[src/rtl/imem_uart_loader_pkg.sv]
// Shared encodings and constants for the UART instruction-memory loader.
package imem_uart_loader_pkg;

  typedef enum logic [1:0] {
    RX_IDLE,
    RX_START,
    RX_DATA,
    RX_STOP
  } rx_state_t;

  typedef enum logic [1:0] {
    LD_IDLE,
    LD_RECV,
    LD_WRITE,
    LD_FULL
  } ld_state_t;

  localparam int          UART_DATA_BITS = 8;
  localparam logic [31:0] IMEM_NOP       = 32'h0000_0013;

endpackage

[src/rtl/imem_uart_loader_if.sv]
// Instruction-memory write port owned by the loader.
interface imem_uart_loader_if;
  logic        WE;
  logic [31:0] A;
  logic [31:0] WD;

  modport master (output WE, output A, output WD);
  modport slave  (input  WE, input  A, input  WD);
endinterface

[src/rtl/imem_uart_loader_uart_rx.sv]
// 8N1 UART receiver: 2-flop RX synchronizer, start-bit glitch rejection,
// mid-bit sampling with a down-counting bit timer.
//
// state    | meaning
// ---------+-----------------------------------------------
// RX_IDLE  | line idle, waiting for synced RX low
// RX_START | half-bit wait, confirm start bit still low
// RX_DATA  | sampling 8 data bits LSB first
// RX_STOP  | sampling stop bit; high = byte, low = framing error
module imem_uart_loader_uart_rx
  import imem_uart_loader_pkg::*;
#(
  parameter int CLKS_PER_BIT = 434
) (
  input  logic       clk,
  input  logic       rst_n,
  input  logic       rx,
  output logic [7:0] byte_data,
  output logic       byte_valid,
  output logic       frame_err_pulse
);

  localparam int             TW       = $clog2(CLKS_PER_BIT);
  localparam logic [TW-1:0]  FULL_BIT = TW'(CLKS_PER_BIT - 1);
  localparam logic [TW-1:0]  HALF_BIT = TW'(CLKS_PER_BIT / 2 - 1);
  localparam logic [2:0]     LAST_BIT = 3'(UART_DATA_BITS - 1);

  logic                      rx_meta_q, rx_sync_q;
  rx_state_t                 state_q, state_d;
  logic [TW-1:0]             timer_q, timer_d;
  logic [2:0]                bit_idx_q, bit_idx_d;
  logic [UART_DATA_BITS-1:0] shift_q, shift_d;
  logic [UART_DATA_BITS-1:0] byte_q, byte_d;
  logic                      byte_valid_q, byte_valid_d;
  logic                      ferr_q, ferr_d;

  // Next-state and datapath for the receive FSM.
  always_comb begin
    state_d      = state_q;
    timer_d      = timer_q;
    bit_idx_d    = bit_idx_q;
    shift_d      = shift_q;
    byte_d       = byte_q;
    byte_valid_d = 1'b0;
    ferr_d       = 1'b0;
    case (state_q)
      RX_IDLE: begin
        if (!rx_sync_q) begin
          state_d = RX_START;
          timer_d = HALF_BIT;
        end
      end
      RX_START: begin
        if (timer_q != '0) begin
          timer_d = timer_q - TW'(1);
        end else if (!rx_sync_q) begin
          state_d   = RX_DATA;
          timer_d   = FULL_BIT;
          bit_idx_d = '0;
        end else begin
          state_d = RX_IDLE;
        end
      end
      RX_DATA: begin
        if (timer_q != '0) begin
          timer_d = timer_q - TW'(1);
        end else begin
          shift_d = {rx_sync_q, shift_q[UART_DATA_BITS-1:1]};
          timer_d = FULL_BIT;
          if (bit_idx_q == LAST_BIT) state_d = RX_STOP;
          else                       bit_idx_d = bit_idx_q + 3'd1;
        end
      end
      RX_STOP: begin
        if (timer_q != '0) begin
          timer_d = timer_q - TW'(1);
        end else begin
          state_d = RX_IDLE;
          if (rx_sync_q) begin
            byte_valid_d = 1'b1;
            byte_d       = shift_q;
          end else begin
            ferr_d = 1'b1;
          end
        end
      end
      default: state_d = RX_IDLE;
    endcase
  end

  // Synchronizer and FSM registers.
  always_ff @(posedge clk or negedge rst_n) begin
    if (!rst_n) begin
      rx_meta_q    <= 1'b1;
      rx_sync_q    <= 1'b1;
      state_q      <= RX_IDLE;
      timer_q      <= '0;
      bit_idx_q    <= '0;
      shift_q      <= '0;
      byte_q       <= '0;
      byte_valid_q <= 1'b0;
      ferr_q       <= 1'b0;
    end else begin
      rx_meta_q    <= rx;
      rx_sync_q    <= rx_meta_q;
      state_q      <= state_d;
      timer_q      <= timer_d;
      bit_idx_q    <= bit_idx_d;
      shift_q      <= shift_d;
      byte_q       <= byte_d;
      byte_valid_q <= byte_valid_d;
      ferr_q       <= ferr_d;
    end
  end

  assign byte_data       = byte_q;
  assign byte_valid      = byte_valid_q;
  assign frame_err_pulse = ferr_q;

endmodule

[src/rtl/imem_uart_loader.sv]
// UART instruction-memory loader: packs little-endian bytes into 32-bit
// words and writes them to consecutive word addresses from 0.
// Optional checksum: define IMEM_LOADER_CSUM_EN to implement CSUM.
//
// state    | meaning
// ---------+-----------------------------------------------
// LD_IDLE  | no session; bytes ignored
// LD_RECV  | collecting bytes 0..3 of the next word
// LD_WRITE | single-cycle write pulse to instruction memory
// LD_FULL  | DEPTH words written; further bytes ignored
module imem_uart_loader
  import imem_uart_loader_pkg::*;
#(
  parameter int CLKS_PER_BIT = 434,
  parameter int DEPTH        = 20
) (
  input  logic                      CLK,
  input  logic                      RST_N,
  input  logic                      RX,
  input  logic                      LOAD_EN,
  imem_uart_loader_if.master        imem,
  output logic                      BUSY,
  output logic                      DONE,
  output logic [4:0]                WORD_CNT,
  output logic                      FRAME_ERR,
  output logic [31:0]               CSUM
);

  localparam logic [4:0] DEPTH_CNT = 5'(DEPTH);

  logic [7:0]  rx_byte;
  logic        rx_valid;
  logic        rx_ferr;

  imem_uart_loader_uart_rx #(.CLKS_PER_BIT(CLKS_PER_BIT)) u_uart_rx (
    .clk             (CLK),
    .rst_n           (RST_N),
    .rx              (RX),
    .byte_data       (rx_byte),
    .byte_valid      (rx_valid),
    .frame_err_pulse (rx_ferr)
  );

  ld_state_t   state_q, state_d;
  logic        load_en_q;
  logic        load_rise;
  logic [1:0]  byte_idx_q, byte_idx_d;
  logic [31:0] word_q, word_d;
  logic        we_q, we_d;
  logic [31:0] a_q, a_d;
  logic [31:0] wd_q, wd_d;
  logic        busy_q, busy_d;
  logic        done_q, done_d;
  logic [4:0]  word_cnt_q, word_cnt_d;
  logic        ferr_q, ferr_d;
`ifdef IMEM_LOADER_CSUM_EN
  logic [31:0] csum_q, csum_d;
`endif

  assign load_rise = LOAD_EN && !load_en_q;

  // Loader FSM next state; the write cycle always completes even if
  // LOAD_EN drops during it.
  always_comb begin
    state_d    = state_q;
    byte_idx_d = byte_idx_q;
    word_d     = word_q;
    we_d       = 1'b0;
    a_d        = a_q;
    wd_d       = wd_q;
    busy_d     = busy_q;
    done_d     = done_q;
    word_cnt_d = word_cnt_q;
    ferr_d     = ferr_q;
`ifdef IMEM_LOADER_CSUM_EN
    csum_d     = csum_q;
`endif
    if (state_q == LD_WRITE) begin
      word_cnt_d = word_cnt_q + 5'd1;
`ifdef IMEM_LOADER_CSUM_EN
      csum_d     = csum_q ^ wd_q;
`endif
      if (!LOAD_EN) begin
        state_d = LD_IDLE;
        busy_d  = 1'b0;
      end else if (word_cnt_d == DEPTH_CNT) begin
        state_d = LD_FULL;
        done_d  = 1'b1;
        busy_d  = 1'b0;
      end else begin
        state_d = LD_RECV;
      end
    end else if (!LOAD_EN) begin
      state_d    = LD_IDLE;
      byte_idx_d = '0;
      busy_d     = 1'b0;
    end else if (load_rise) begin
      state_d    = LD_RECV;
      byte_idx_d = '0;
      word_cnt_d = '0;
      done_d     = 1'b0;
      ferr_d     = 1'b0;
      busy_d     = 1'b1;
`ifdef IMEM_LOADER_CSUM_EN
      csum_d     = '0;
`endif
    end else if (state_q == LD_RECV && rx_valid) begin
      word_d[{byte_idx_q, 3'b000} +: 8] = rx_byte;
      if (byte_idx_q == 2'd3) begin
        state_d    = LD_WRITE;
        we_d       = 1'b1;
        a_d        = {25'd0, word_cnt_q, 2'b00};
        wd_d       = word_d;
        byte_idx_d = '0;
      end else begin
        byte_idx_d = byte_idx_q + 2'd1;
      end
    end
    if (rx_ferr && LOAD_EN && !load_rise && state_q != LD_IDLE) ferr_d = 1'b1;
  end

  // Loader registers; reset kills any pending write pulse immediately.
  always_ff @(posedge CLK or negedge RST_N) begin
    if (!RST_N) begin
      state_q    <= LD_IDLE;
      load_en_q  <= 1'b0;
      byte_idx_q <= '0;
      word_q     <= '0;
      we_q       <= 1'b0;
      a_q        <= '0;
      wd_q       <= '0;
      busy_q     <= 1'b0;
      done_q     <= 1'b0;
      word_cnt_q <= '0;
      ferr_q     <= 1'b0;
`ifdef IMEM_LOADER_CSUM_EN
      csum_q     <= '0;
`endif
    end else begin
      state_q    <= state_d;
      load_en_q  <= LOAD_EN;
      byte_idx_q <= byte_idx_d;
      word_q     <= word_d;
      we_q       <= we_d;
      a_q        <= a_d;
      wd_q       <= wd_d;
      busy_q     <= busy_d;
      done_q     <= done_d;
      word_cnt_q <= word_cnt_d;
      ferr_q     <= ferr_d;
`ifdef IMEM_LOADER_CSUM_EN
      csum_q     <= csum_d;
`endif
    end
  end

  assign imem.WE   = we_q;
  assign imem.A    = a_q;
  assign imem.WD   = wd_q;
  assign BUSY      = busy_q;
  assign DONE      = done_q;
  assign WORD_CNT  = word_cnt_q;
  assign FRAME_ERR = ferr_q;
`ifdef IMEM_LOADER_CSUM_EN
  assign CSUM      = csum_q;
`else
  assign CSUM      = 32'h0;
`endif

endmodule

[src/flat_wrapper.sv]
// flat-port wrapper written by rule: the top's interface ports become plain ports
module imem_uart_loader_flat import imem_uart_loader_pkg::*;
#(
  parameter int CLKS_PER_BIT = 434,
  parameter int DEPTH        = 20
)
  (CLK, RST_N, RX, LOAD_EN, BUSY, DONE, WORD_CNT, FRAME_ERR, CSUM, imem_WE, imem_A, imem_WD);
  imem_uart_loader_if imem_i ();
  input  logic CLK;
  input  logic RST_N;
  input  logic RX;
  input  logic LOAD_EN;
  output logic BUSY;
  output logic DONE;
  output logic [4:0] WORD_CNT;
  output logic FRAME_ERR;
  output logic [31:0] CSUM;
  output wire logic [$bits(imem_i.WE)-1:0] imem_WE;
  output wire logic [$bits(imem_i.A)-1:0] imem_A;
  output wire logic [$bits(imem_i.WD)-1:0] imem_WD;
  assign imem_WE = imem_i.WE;
  assign imem_A = imem_i.A;
  assign imem_WD = imem_i.WD;
  imem_uart_loader #(.CLKS_PER_BIT(CLKS_PER_BIT), .DEPTH(DEPTH)) u_core (.CLK(CLK), .RST_N(RST_N), .RX(RX), .LOAD_EN(LOAD_EN), .imem(imem_i), .BUSY(BUSY), .DONE(DONE), .WORD_CNT(WORD_CNT), .FRAME_ERR(FRAME_ERR), .CSUM(CSUM));
endmodule
[config.mk]
export PLATFORM = sky130hd
export DESIGN_NAME = imem_uart_loader_flat
export DESIGN_NICKNAME = d
export VERILOG_FILES = /design/src/rtl/imem_uart_loader_pkg.sv /design/src/rtl/imem_uart_loader_if.sv /design/src/rtl/imem_uart_loader_uart_rx.sv /design/src/rtl/imem_uart_loader.sv /design/src/flat_wrapper.sv
export SDC_FILE = /design/constraint.sdc
export NUM_CORES = 1
export LEC_CHECK = 0
export BUFFER_PORTS_ARGS = -buffer_cell sky130_fd_sc_hd__buf_4
export CAP_MARGIN = 20
export CORE_ASPECT_RATIO = 0.9
export CORE_MARGIN = 1.5
export CORE_UTILIZATION = 60
export CTS_CLUSTER_DIAMETER = 80
export DETAILED_ROUTE_END_ITERATION = 6
export PLACE_DENSITY = 0.89
export SKIP_CTS_REPAIR_TIMING = 1
export SLEW_MARGIN = 20
export SYNTH_ARGS = -nofsm -noshare
export SYNTH_HDL_FRONTEND = slang
export SYNTH_HIERARCHICAL = 1
export SYNTH_SLANG_ARGS = --single-unit
[constraint.sdc]
create_clock -name CLK -period 3.2 [get_ports CLK]
set_clock_uncertainty 0.15 [all_clocks]
set_input_delay 0.48 -clock CLK [delete_from_list [all_inputs] [get_ports CLK]]
set_output_delay 0.48 -clock CLK [all_outputs]
set_load 0.1 [all_outputs]
==> impl_metrics.env <==
export IMPL_clock_sinks=117
export IMPL_timing_setup_critical_path_class="flop to flop"
export IMPL_tritoncts="done"
export IMPL_detail_route_wirelength_microns=13400
export IMPL_cts_reportedPaths_clkPinSlew_ps=60
export IMPL_rsz0062_at_grt="no"
export IMPL_area_growth_pct=12.78
export IMPL_drv_cap=0
export IMPL_ys_types=59
export IMPL_drtPass1Iterations=5
export IMPL_port_buffers=49
export IMPL_yosysWarnings=6
export IMPL_cp_start_kind="flop"
export IMPL_grt_pass1_wl_microns=21930
export IMPL_route_antenna_remaining_nets=0
export IMPL_final_min_period_over_clock_period_pct=79.39
export IMPL_io_pins=109
export IMPL_leak_pwr_nw=3.138
export IMPL_finish_net_count=633
export IMPL_grt_total_usage_pct=26.90
export IMPL_routed_via_count=4480
export IMPL_detailed_place_hpwl_microns=8431
export IMPL_timing_worst_slew_pin_value_ps=754.7
export IMPL_min_delay_start="LOAD_EN"
export IMPL_status="complete, no violations"
export IMPL_synth_mux_area_share_pct=4.167
export IMPL_tritoncts_num_buffers=17
export IMPL_synth_register_bits=117
export IMPL_combinational_family_with_the_most_area_after_synthesis="compound AO/OA/AOI/OAI gates"
export IMPL_grt_pass1_vias=4291
export IMPL_worstPathMaxFanout=9
export IMPL_seq_area_frac_synth_pct=49.79
export IMPL_detail_route_drc_violations=0
export IMPL_synth_adder_area_share_pct=3.189
export IMPL_holdPathEnd="u_core/load_en_q"
export IMPL_slew_limit_headroom_pct=49.57
export IMPL_placed_standard_cell_area_sq_um=6047
export IMPL_syn_inst=570
export IMPL_reg2reg_to="u_core/u_uart_rx/byte_data[4]"
export IMPL_synth_compound_area_share_pct=19.20
export IMPL_vdd_drop_max_mv=0.3869
export IMPL_die_width_microns=107.4
export IMPL_hold_viol_final=0
export IMPL_initial_utilization_pct=61.22
export IMPL_num_fill_cells=654
export IMPL_timing_final_max_slew_violations=0
export IMPL_endpoint_kind="flop"
export IMPL_setup_total_negative_slack_ps=0
export IMPL_initial_antenna_violation_count=0
export IMPL_timing_reg2reg_setup_slack_ps=660
export IMPL_fp_coreArea_sq_um=9614
export IMPL_syn_area_per_cell_sq_um=10.33
export IMPL_clk_latency_ps=520
export IMPL_grt_remaining_overflow=0
export IMPL_die_area_sq_um=10410
export IMPL_wl_per_cell_microns=17.79
export IMPL_rr_startpoint="u_core/u_uart_rx/timer_q[1]"
export IMPL_cts_root_to_sink_buffers=2
export IMPL_num_antenna_cells=0
export IMPL_synth_area_sq_um=5886
export IMPL_post_place_cells=719
export IMPL_synth_simple_area_share_pct=11.71
export IMPL_std_cell_rows=34
export IMPL_clockRootBuffer="clkbuf_8"
export IMPL_final_cell_count_no_fill=753
export IMPL_finalSetupViolations=0
export IMPL_h_tree_depth=4
export IMPL_cp_data_required_time_ps=3430
export IMPL_final_area_sq_um=6638
export IMPL_max_clock_freq_mhz=393.6
export IMPL_post_synthesis_share_of_cell_area_spent_on_xor_and_xnor_gates_pct=0.2976
export IMPL_drc_violation_total_after_the_first_tritonroute_iteration=372
export IMPL_synthArstFlopShare_pct=100.0
export IMPL_synth_enable_flop_cells=0
export IMPL_synth_ff_type="dfrtp_1"
export IMPL_min_period_ps=2540
export IMPL_grt_max_degree=53
export IMPL_min_path_type="input pin to flop"
export IMPL_worst_r2r_path_depth=6
export IMPL_hold_path_depth=1
export IMPL_power_density_cell_area_nw_per_um2=553.5
export IMPL_place_congestion=0.8745
export IMPL_worst_ep_arrival_time_ps=2770
export IMPL_route_detailed_vias_per_inst=5.950
export IMPL_drive_above_1_share_pct=16.59
export IMPL_chipHeight_microns=96.96
final cells by class:
type / instances / area, sq um / share of cell area (%)
clock buffer: 18 / 417.9 / 6.296
clock inverter: 14 / 152.6 / 2.300
inverter: 12 / 45.04 / 0.6786
multi-input combinational: 408 / 2494 / 37.57
sequential: 117 / 2930 / 44.15
tap: 126 / 157.7 / 2.375
timing repair buffer: 58 / 440.4 / 6.635
synthesized netlist by cell type, types with 3 or more instances:
cell type / n / area share (%)
nor2b_1: 8 / 0.85
nand2b_1: 30 / 3.2
a21oi_1: 60 / 5.1
clkbuf_1: 9 / 0.57
nand2_1: 37 / 2.4
mux2_1: 19 / 3.6
o21ai_0: 37 / 3.1
ha_1: 15 / 3.2
nand3_1: 6 / 0.51
buf_4: 62 / 7.9
nor2_1: 10 / 0.64
nor3_1: 4 / 0.34
o2bb2ai_1: 4 / 0.60
buf_2: 13 / 1.1
inv_1: 12 / 0.77
o22ai_1: 3 / 0.32
a22o_1: 14 / 2.1
dfrtp_1: 115 / 49
a31oi_1: 26 / 2.8
o21ai_1: 28 / 2.4
and3_1: 3 / 0.32
and2b_1: 3 / 0.38
buf_6: 6 / 1.1
report_power, final:
part           total, W  switching [W]  leakage (nW)  internal, W
Sequential      0.00149     0.00000691          1.60      0.00148
Combinational  0.000367       0.000353          1.25    0.0000141
Clock           0.00182       0.000701         0.280      0.00111
Total           0.00367        0.00106          3.14      0.00261
cells in the final DEF, fill, tap and decap left out, drive strengths merged, types with 2 or more instances in the layout:
master,instances
dfrtp,115
o21ai,66
a21oi,62
conb,59
buf,56
nand2,38
nand2b,31
a31oi,26
mux2,20
clkbuf,18
ha,15
inv,15
a22o,14
nor2,10
nor2b,9
clkinv,8
nand3,6
nor3,4
o2bb2ai,4
and3,3
o22ai,3
and2b,3
and4bb,3
nor4,3
bufinv,2
dlygate4sd3,2
xnor2,2
mux2i,2
and4b,2
a32oi,2
or3,2
a22oi,2
dfstp,2
critical path, stage by stage (launching register included):
cell and delay [ps]:
dfrtp_1 390, inv_1 80, ha_1 190, or4b_4 520
nor2b_2 210, and3_1 470, mux2_1 400
registers in the layout, summed over array words and instances, names as in the netlist, 2 cells and up, named ones only:
name	cells
u_core/WORD_CNT	5
u_core/byte_idx_q	2
u_core/imem.A	5
u_core/imem.WD	32
u_core/state_q	2
u_core/u_uart_rx/bit_idx_q	3
u_core/u_uart_rx/byte_data	8
u_core/u_uart_rx/shift_q	8
u_core/u_uart_rx/timer_q	9
u_core/word_q	32
metrics by stage:
stage	hold slack [ps]	utilization [%]	worst slack, ps	total power [W]
after CTS	-158.6	68.83	686.1	0.003692
final	33.41	69.04	659.6	0.003674
after global placement	196.0	62.90	845.5	0.001878
after global routing	14.21	69.04	579.0	0.003785
after detailed placement	199.6	62.90	707.4	0.001882
after floorplan	34.41	-	1030	0.001898
layer usage:
| metal | up-vias | GRT usage (%) | routed length (microns) |
|---|---|---|---|
| li1 | 2006 | - | - |
| met1 | 2203 | 36.37 | 5571 |
| met2 | 225 | 42.14 | 6642 |
| met3 | 46 | 6.739 | 831 |
| met4 | 0 | 9.919 | 352 |
| met5 | - | 0 | 0 |
logic make-up after synthesis:
| logic type | count (synthesis) |
|---|---|
| other | 1 |
| buffers and inverters | 103 |
| AO/OA/AOI/OAI | 190 |
| flip-flops | 117 |
| XOR/XNOR | 2 |
| multiplexers | 22 |
| adder cells (fa/ha/maj) | 15 |
| AND/OR/NAND/NOR | 120 |
worst max path at each step:
stage / slack (ps) / endpoint / from
after global routing: 580 / u_core/u_uart_rx/byte_data[4] / u_core/u_uart_rx/timer_q[1]
after floorplan: 1030 / u_core/u_uart_rx/byte_data[0] / u_core/u_uart_rx/timer_q[0]
after CTS: 690 / u_core/u_uart_rx/byte_data[0] / u_core/u_uart_rx/timer_q[0]
final: 660 / u_core/u_uart_rx/byte_data[4] / u_core/u_uart_rx/timer_q[1]
after detailed placement: 710 / u_core/word_q[15] / LOAD_EN
after global placement: 850 / u_core/u_uart_rx/byte_data[3] / u_core/u_uart_rx/timer_q[0]
Power figures use the tool's default switching activity.
